==> config.mk <==
export PLATFORM = sky130hd
export DESIGN_NAME = rr_arb4
export DESIGN_NICKNAME = d
export VERILOG_FILES = /design/src/rtl/rr_arb4.sv
export SDC_FILE = /design/constraint.sdc
export NUM_CORES = 1
export LEC_CHECK = 0
export BUFFER_PORTS_ARGS = -buffer_cell sky130_fd_sc_hd__buf_2
export CORE_MARGIN = 1
export CORE_UTILIZATION = 47
export CTS_BUF_LIST = sky130_fd_sc_hd__clkbuf_4
export CTS_CLUSTER_SIZE = 25
export DETAILED_ROUTE_END_ITERATION = 6
export HOLD_SLACK_MARGIN = 0.08
export PLACE_DENSITY = 0.87
export SYNTH_ARGS = -nofsm -noshare
export SYNTH_HDL_FRONTEND = slang
export SYNTH_SLANG_ARGS = --single-unit
==> constraint.sdc <==
create_clock -name i_clk -period 7.85 [get_ports i_clk]
set_clock_uncertainty 0.2 [all_clocks]
set_input_delay 1.57 -clock i_clk [delete_from_list [all_inputs] [get_ports i_clk]]
set_output_delay 1.57 -clock i_clk [all_outputs]
set_load 0.03 [all_outputs]
==> src/rtl/rr_arb4.sv <==
`default_nettype none
// ============================================================================
// Module   : rr_arb4
// Brief    : 4:1 round-robin arbiter into a one-deep registered output stage.
//            Optional 16-bit saturating transfer counter: RR_ARB4_XFER_CNT_EN.
// Revision : 1.0 - initial release
// ============================================================================
module rr_arb4 #(
    parameter int WIDTH = 8
) (
    input  logic             i_clk,
    input  logic             i_rst_n,
    input  logic [3:0]       i_valid,
    input  logic [WIDTH-1:0] i_data0,
    input  logic [WIDTH-1:0] i_data1,
    input  logic [WIDTH-1:0] i_data2,
    input  logic [WIDTH-1:0] i_data3,
    output logic [3:0]       o_ready,
    output logic             o_valid,
    output logic [WIDTH-1:0] o_data,
    output logic [1:0]       o_sel,
    input  logic             i_ready
`ifdef RR_ARB4_XFER_CNT_EN
    ,
    output logic [15:0]      o_xfer_cnt
`endif
);

    typedef enum logic [0:0] {
        ST_EMPTY = 1'b0,
        ST_FULL  = 1'b1
    } state_t;

    state_t           r_state;
    state_t           w_state_nxt;
    logic [1:0]       r_ptr;
    logic [1:0]       w_win;
    logic [1:0]       w_idx;
    logic             w_any;
    logic             w_free;
    logic             w_xfer;
    logic [WIDTH-1:0] w_win_data;

    assign o_valid = (r_state == ST_FULL);
    assign w_free  = !o_valid || i_ready;
    assign w_any   = |i_valid;

    // Scan from the farthest offset down so the nearest requester to ptr wins.
    always_comb begin
        w_win = r_ptr;
        w_idx = r_ptr;
        for (int k = 3; k >= 0; k--) begin
            w_idx = r_ptr + 2'(k);
            if (i_valid[w_idx]) begin
                w_win = w_idx;
            end
        end
    end

    always_comb begin
        o_ready = 4'b0000;
        if (i_rst_n && w_free && w_any) begin
            o_ready[w_win] = 1'b1;
        end
    end

    assign w_xfer = |o_ready;

    always_comb begin
        case (w_win)
            2'd0:    w_win_data = i_data0;
            2'd1:    w_win_data = i_data1;
            2'd2:    w_win_data = i_data2;
            default: w_win_data = i_data3;
        endcase
    end

    always_comb begin
        w_state_nxt = r_state;
        case (r_state)
            ST_EMPTY: if (w_xfer) w_state_nxt = ST_FULL;
            ST_FULL: begin
                if (w_xfer)       w_state_nxt = ST_FULL;
                else if (i_ready) w_state_nxt = ST_EMPTY;
            end
            default:  w_state_nxt = ST_EMPTY;
        endcase
    end

    always_ff @(posedge i_clk) begin
        if (!i_rst_n) begin
            r_state <= ST_EMPTY;
        end else begin
            r_state <= w_state_nxt;
        end
    end

    always_ff @(posedge i_clk) begin
        if (!i_rst_n) begin
            o_data <= '0;
            o_sel  <= 2'd0;
            r_ptr  <= 2'd0;
        end else if (w_xfer) begin
            o_data <= w_win_data;
            o_sel  <= w_win;
            r_ptr  <= w_win + 2'd1;
        end
    end

`ifdef RR_ARB4_XFER_CNT_EN
    always_ff @(posedge i_clk) begin
        if (!i_rst_n) begin
            o_xfer_cnt <= 16'd0;
        end else if (o_valid && i_ready && (o_xfer_cnt != 16'hFFFF)) begin
            o_xfer_cnt <= o_xfer_cnt + 16'd1;
        end
    end
`endif

endmodule
`default_nettype wire

==> results.yml, run 1 <==
run_status:
  status: "complete, no violations"
synth:
  synthTopCellsByCount: "nand2_1, dfxtp_1, o21ai_0, a222oi_1, o21ai_1"
  syn_area_um2: 872
  yosys.cell_types.count: 26
  synth.top_cell.area_share: 0.298
  synthCells: 109
  synth_edf_count: 0
  synth_ff_type: "dfxtp_1"
  syn_nets: 153
  synth_area_leaders: "dfxtp_1, nand2_1, a222oi_1, ha_1, o21ai_0"
  ys_ff_latch: 13
  async_reset_ff_frac: 0
  synth_top_area_cell: "dfxtp_1"
  avgSynthCellArea_um2: 8.00
  synth.most_common_cell: "nand2_1"
  yosys_warnings: 0
  ys_seq_area_frac: 0.298
final_layout:
  nets: 204
  finalInstanceArea_um2: 1150
  multi_input_area_um2: 554
  regArea_um2: 260
  instances_no_fill: 184
  utilization: 0.667
  area_growth_pct: 32.1
  num_antenna_cells: 0
  fillCellCount: 158
  drive_gt1_frac: 0.396
clock_tree:
  root_buffer: "clkbuf_4"
  cts_max_path_buffers: 2
  htree_levels: 1
  cts.sinks: 13
  cts_tree: "done"
  cts_setup_buffers: 0
  cts_buffers: 3
  clock_latency_ns: 0.27
  clkTransAtPathRegs_ns: 0.08
  cts_resized: 0
  cts-hold-fix-buffers: 0
power:
  p_clk_frac: 0.147
  power.net_switching_w: 0.000138
  combPwrFrac: 0.538
  seq_power_share: 0.315
  finalPower_w: 0.000305
  powerDensity_nw_per_um2: 264
  power.internal_w: 0.000167
  ir_worst_vdd_mv: 0.156
  power_leakage_nw: 0.553
  sw_frac_of_total: 0.452
timing:
  min_period_ns: 5.00
  setup_viol: 0
  finalHoldViolations: 0
  worstMarginPinSlew_ns: 1.08
  fin_crit_sh: 0.637
  slew-limit-headroom: 0.279
  rsz0062_at_grt: "false"
  timing.setup.tns_ns: 0
  fmax_ghz: 0.200
  drv_slew: 0
die:
  design.core.area_um2: 1730
  pin_count: 54
  start_util: 0.505
  design.die.area_um2: 2030
  die_width_um: 45.1
  rows: 15
  die_y_um: 45.1
route:
  wl_per_cell_um: 12.3
  wl_met2_mm: 1.20
  final_antenna_net_count: 0
  top_layer: "met3"
  dr.pass1.iters: 4
  met1_length_um: 908
  wl_met3_um: 156
  num_vias: 976
  drt_wl_total_mm: 2.26
  drt_drc_violations_left: 0
  drtIter0Drc: 50
  via_per_inst: 5.30
grt:
  grt_pass1_wl_mm: 3.42
  antenna_found_initial: 0
  grt_start_max_net_pins: 25
  grt_pass1_vias: 831
  grt_overflow_total: 0
  grtUsageTotal: 0.234
min_path:
  hp-class: "register to register"
worst_setup_path:
  worstSetupPathType: "input pin to output pin"
  cp-start-kind: "input pin"
  worstPathRequired_ns: 6.08
  path_max_fanout: 10
  worst_setup_path_end_kind: "output pin"
  cp.arrival_ns: 3.23
run:
  maxCapViolations: 0
place:
  globalplace.congestion: 0.725
  dp.cells: 180
  port_buffers: 53
  dp_hpwl_mm: 1.82
  place_area_um2: 1120
==> critical path, stage by stage <==
cell     delay (ns)
buf_2          0.13
and2b_1        0.18
o21ai_0        0.33
and2_1         0.25
ha_1           0.40
and2_1         0.18
buf_2          0.19
==> worst paths after layout <==
kind	depth (start not counted)	slack, ns	start	end
worst max-delay path	7	2.85	i_valid[3]	o_ready[1]
worst min register to register	2	0.25	o_data[1]	o_data[1]
worst min-delay path	2	0.25	o_data[1]	o_data[1]
worst max register to register	8	4.66	r_ptr[0]	o_sel[0]
==> final cells by class <==
class / instances / area share
inverter: 3 / 0.00977
clock buffer: 4 / 0.0261
tap: 25 / 0.0271
multi-input combinational: 86 / 0.481
timing repair buffer: 53 / 0.230
sequential: 13 / 0.226
==> per-stage QoR <==
step                setup slack, ns  hold WS (ns)
finish                         2.85         0.247
global route                   2.71         0.266
CTS                            2.87         0.250
detailed placement             2.87         0.239
global placement               2.98         0.235
floorplan                      3.26         0.334
==> routing by layer <==
layer	global-route usage	vias to the layer above
met5	0	-
li1	-	494
met3	0.0840	0
met2	0.432	43
met4	0.0485	0
met1	0.254	439
==> registers in the layout (all words and copies together), names as in the netlist <==
name	count
o_data	8
o_sel	2
r_ptr	2
o_valid	1
==> power groups by stage <==
stage	Sequential [W]	Combinational, W	Clock, W
floorplan	0.000131	0.0000900	0
detailed placement	0.0000979	0.000164	0
global route	0.0000981	0.000181	0.0000483
finish	0.0000960	0.000164	0.0000447
global placement	0.0000964	0.000159	0
CTS	0.0000961	0.000164	0.0000453
==> cells in the final DEF (no fill, tap or decap), types with 3 or more instances in the layout <==
cell type   n
inv_1       3
nand2_1    26
and2_1      5
nor2b_1     4
o21ai_0    10
dfxtp_1    13
buf_2      53
o21ai_1     8
ha_1        5
a222oi_1    8
clkbuf_4    4
==> kinds of logic after synthesis <==
logic type,synth area share
simple gates,0.273
compound gates,0.280
flops,0.298
buf+inv,0.0660
fa+ha+maj,0.0717
mux,0.0115
Note: power is estimated with default switching activity, not from simulation.
==> run 2, diff against run 1 <==
Settings changed: CORE_UTILIZATION 47 to 39, PLACE_DENSITY 0.87 to 0.77.
Clock period 7.85 ns to 4.6 ns, I/O delays scaled along.
==> run 2 against run 1 <==
Compared with the run above: register-to-register slack worse by 2.8 ns; count of clock-buffer cells in the layout unchanged; cell area up 0.87%; die area increased by 20%; worst hold slack gained 0.0029 ns; critical endpoint unchanged; largest power group unchanged.
==> results.yml, run 2 (synthesis results as in run 1) <==
final_layout:
  largest_reg_flops: 8
  regMostFlops: "o_data"
  nets: 205
  num_antenna_cells: 0
  final_common_cell: "buf_2"
  mostFrequentLayoutCells: "buf_2, nand2_1, dfxtp_1"
  area_growth_pct: 33.3
  drive_gt1_frac: 0.400
  utilization: 0.575
  reg.largest.list: "o_data x8, o_sel x2, r_ptr x2"
route:
  drtIter0Drc: 43
  dr.pass1.iters: 4
  via_per_inst: 5.21
  num_vias: 974
  top_layer: "met4"
  final_antenna_net_count: 0
  wl_met2_mm: 1.10
  wl_met3_um: 216
  drt_drc_violations_left: 0
  met1_length_um: 845
  drt_wl_total_mm: 2.17
  wl_per_cell_um: 11.6
worst_setup_path:
  worstPathRequired_ns: 3.48
  cpLargestDelayFamily: "simple AND/OR/NAND/NOR gates"
  reg2reg_from: "r_ptr[1]"
  worstSetupPathType: "input pin to output pin"
  crit_path_max_incr_delay_ns: 0.36
  path_cells: "buf_2 -> and2b_1 -> o21ai_0 -> and2_1 -> ha_1 -> and2_1 -> buf_2"
  path_max_fanout: 10
  critPathBufInv: 2
  rr_worst_depth: 9
  r2r_setup_slack_ns: 1.89
  worst_setup_path_end_kind: "output pin"
  cp.arrival_ns: 2.52
  worstReg2RegEnd: "o_data[7]"
  cp_slowest_cell: "ha_1"
  cp-start-kind: "input pin"
die:
  start_util: 0.431
  design.core.area_um2: 2020
  die_y_um: 49.3
  die_width_um: 49.3
  rows: 16
  design.die.area_um2: 2430
  pin_count: 54
min_path:
  hp-start: "o_data[0]"
  hp-class: "register to register"
  hold_depth: 2
  hold_end: "o_data[0]"
run_status:
  status: "complete, no violations"
timing:
  worstMarginPinSlew_ns: 0.541
  slew-limit-headroom: 0.637
  setup_viol: 0
  rsz0062_at_grt: "false"
  fin_crit_sh: 0.791
  timing.setup.tns_ns: 0
  min_period_ns: 3.64
  drv_slew: 0
  fmax_ghz: 0.275
  finalHoldViolations: 0
grt:
  antenna_found_initial: 0
  grt_pass1_vias: 910
  grtUsageTotal: 0.197
  grt_overflow_total: 0
  grt_start_max_net_pins: 17
  grt_pass1_wl_mm: 3.73
power:
  power_leakage_nw: 0.559
  ir_worst_vdd_mv: 0.283
  powerDensity_nw_per_um2: 446
clock_tree:
  clock_latency_ns: 0.27
  cts_setup_buffers: 0
  htree_levels: 1
  cts-hold-fix-buffers: 0
  cts_resized: 0
  root_buffer: "clkbuf_4"
  cts.sinks: 13
  cts_tree: "done"
  cts_max_path_buffers: 2
  clkTransAtPathRegs_ns: 0.07
  cts_buffers: 3
run:
  maxCapViolations: 0
place:
  dp_hpwl_mm: 1.75
  globalplace.congestion: 0.774
  port_buffers: 53
==> run 2: changes by cell type in the layout (fill, tap and decap cells not counted), sizes merged <==
cell	before	now
buf	53	54
==> run 2: power breakdown <==
part           switching, W  total [W]  internal (W)
sequential        0.0000182   0.000164      0.000146
clock             0.0000335  0.0000730     0.0000395
combinational      0.000179   0.000281      0.000102
total              0.000231   0.000518      0.000287
==> run 2: worst max-delay path by stage <==
stage          startpoint          to  cells past startpoint  slack, ns
2_1_floorplan  i_valid[2]  o_ready[2]                      7       1.31
3_3_place_gp   i_valid[3]  o_ready[1]                      7       1.03
3_5_place_dp   i_valid[2]  o_ready[2]                      8       0.96
4_1_cts        i_valid[2]  o_ready[2]                      8       0.96
5_1_grt        i_valid[2]  o_ready[2]                      8       0.82
6_report       i_valid[3]  o_ready[1]                      7       0.96
==> run 2: metal layers <==
| metal | up-vias | GRT usage |
|---|---|---|
| met1 | 430 | 0.213 |
| met5 | - | 0 |
| met3 | 2 | 0.0623 |
| met2 | 46 | 0.365 |
| li1 | 496 | - |
| met4 | 0 | 0.0441 |
==> run 2: worst reg2reg max path, cell delays in order, from the launching register on <==
cell and delay (ns):
dfxtp_1 0.36, nor3_1 0.20, a31oi_1 0.06, a21oi_1 0.34, ha_1 0.43, nor4_2 0.11
nor4b_4 0.50, buf_4 0.30, nand2_1 0.07, o21ai_1 0.08
==> run 2: final cells by class <==
class / count / area, um^2
fill: 188 / 860
multi-input combinational: 86 / 554
timing repair buffer: 54 / 273
sequential: 13 / 260
tap: 27 / 33.8
clock buffer: 4 / 30.0
inverter: 3 / 11.3
==> run 2: metrics by stage <==
stage          area [um^2]  hold slack [ns]  worst slack (ns)  instances  power (W)
6_report              1160            0.250             0.961        187   0.000518
5_1_grt               1160            0.283             0.825        187   0.000562
4_1_cts               1160            0.252             0.955        187   0.000522
3_5_place_dp          1130            0.242             0.961        183   0.000448
3_3_place_gp          1130            0.237              1.03        183   0.000443
2_1_floorplan          872            0.334              1.31        109   0.000376
==> run 3, diff against run 2 <==
Clock period 4.6 ns to 3.1 ns, I/O delays scaled along.
==> run 3 against run 2 <==
Compared with the run above: non-clock buffer count rose by 2; die area did not move; critical path depth rose by 1; total power rose by 50%; critical endpoint is now o_ready[2].
==> results.yml, run 3 (synthesis results as in run 1) <==
route:
  dr.pass1.iters: 4
  via_per_inst: 5.17
  wl_per_cell_um: 11.3
  drt_drc_violations_left: 0
  final_antenna_net_count: 0
  num_vias: 977
  drt_wl_total_mm: 2.13
  drtIter0Drc: 30
final_layout:
  regMostFlops: "o_data"
  final_common_cell: "buf_2"
  instances_no_fill: 189
  num_antenna_cells: 0
  area_growth_pct: 35.3
  nets: 207
  mostFrequentLayoutCells: "buf_2, nand2_1, dfxtp_1"
  reg.largest.list: "o_data x8, o_sel x2, r_ptr x2"
  largest_reg_flops: 8
  drive_gt1_frac: 0.414
worst_setup_path:
  cp_common_cell: "buf_2"
  worstSetupPathType: "input pin to output pin"
  path_max_fanout: 5
  path_cells: "buf_2 -> nor2b_1 -> o21a_1 -> a21oi_1 -> inv_1 -> ha_1 -> and2_1 -> buf_2"
  cp_slowest_cell: "a21oi_1"
  crit_path_max_incr_delay_ns: 0.32
  cp.arrival_ns: 2.09
  worst_setup_path_end_kind: "output pin"
  worstPathRequired_ns: 2.28
  cp-start-kind: "input pin"
run_status:
  status: "complete, no violations"
min_path:
  hp-class: "register to register"
run:
  maxCapViolations: 0
power:
  sw_frac_of_total: 0.443
  seq_power_share: 0.314
  power.internal_w: 0.000434
  p_clk_frac: 0.140
  ir_worst_vdd_mv: 0.551
  powerDensity_nw_per_um2: 660
  power.net_switching_w: 0.000345
  power_leakage_nw: 0.568
  combPwrFrac: 0.546
die:
  die_width_um: 49.3
  design.die.area_um2: 2430
  pin_count: 54
  start_util: 0.431
  die_y_um: 49.3
  design.core.area_um2: 2020
  rows: 16
clock_tree:
  cts_buffers: 3
  root_buffer: "clkbuf_4"
  clkTransAtPathRegs_ns: 0.07
  cts_max_path_buffers: 2
  cts_tree: "done"
  cts.sinks: 13
  clock_latency_ns: 0.27
  cts-hold-fix-buffers: 0
  htree_levels: 1
timing:
  setup_ws_ns: 0.192
  drv_slew: 0
  fmax_ghz: 0.344
  fin_crit_sh: 0.938
  timing.setup.tns_ns: 0
  worstMarginPinSlew_ns: 0.402
  rsz0062_at_grt: "false"
  min_period_ns: 2.91
  slew-limit-headroom: 0.730
  hold_ws_ns: 0.249
  setup_viol: 0
  finalHoldViolations: 0
grt:
  grt_pass1_wl_mm: 3.54
  antenna_found_initial: 0
  grtUsageTotal: 0.185
  grt_overflow_total: 0
  grt_start_max_net_pins: 25
  grt_pass1_vias: 895
place:
  port_buffers: 53
  dp_hpwl_mm: 1.72
  dp.cells: 185
  dp_slack_ns: 0.0673
  globalplace.congestion: 0.770
-- run 3: cell types whose count changed in the layout (fill, tap and decap cells not counted) --
cell | previous run | this run
o21ai_0 | 10 | 9
ha_2 | 0 | 1
ha_1 | 5 | 4
o21ai_1 | 8 | 9
buf_4 | 1 | 3
-- run 3: cell type report --
cell class              instances  area [um^2]
flip-flops and latches         13          260
inverters                       3         11.3
multi-input cells              86          557
repair buffers                 56          288
clock buffers                   4         30.0
fillers                       198          842
well taps                      27         33.8
-- run 3: power by group through the flow --
stage / combinational [W] / clock, W / sequential [W]
6_report: 0.000425 / 0.000109 / 0.000245
5_1_grt: 0.000469 / 0.000121 / 0.000250
4_1_cts: 0.000426 / 0.000113 / 0.000244
3_5_place_dp: 0.000425 / 0 / 0.000248
3_3_place_gp: 0.000419 / 0 / 0.000246
2_1_floorplan: 0.000228 / 0 / 0.000331
-- run 3: path summary, 6_finish.rpt --
path	slack [ns]	cells after the start	to	from
worst max-delay path	0.19	8	o_ready[2]	i_valid[2]
worst min-delay path	0.25	2	o_data[3]	o_data[3]
worst max register to register	0.51	9	o_sel[0]	r_ptr[1]
worst min register to register	0.25	2	o_data[3]	o_data[3]
-- run 3: timing repair --
action / 4_1_cts / 5_1_grt
setup buffers: 0 / 0
gates resized for setup: 0 / 2
setup endpoints to repair: 0 / 1
-- run 3: worst max-delay path: cells and delay by family --
family	cells	cell delay [ns]
AOI/OAI and AO/OA	2	0.48
adders and majority gates	1	0.26
buffers and inverters	3	0.45
and+or+nand+nor	2	0.28
-- run 3: per-layer routing --
layer / global-route usage / routed length (um)
met1: 0.211 / 923
met2: 0.333 / 1010
met3: 0.0623 / 199
met4: 0.0294 / 0
met5: 0 / 0
-- run 3: through the flow --
| step | power (W) | cell area, um^2 | util |
|---|---|---|---|
| 6_report | 0.000779 | 1180 | 0.584 |
| 5_1_grt | 0.000841 | 1180 | 0.584 |
| 4_1_cts | 0.000783 | 1180 | 0.582 |
| 3_5_place_dp | 0.000673 | 1150 | 0.567 |
| 3_3_place_gp | 0.000664 | 1150 | 0.567 |
| 2_1_floorplan | 0.000558 | 872 | - |
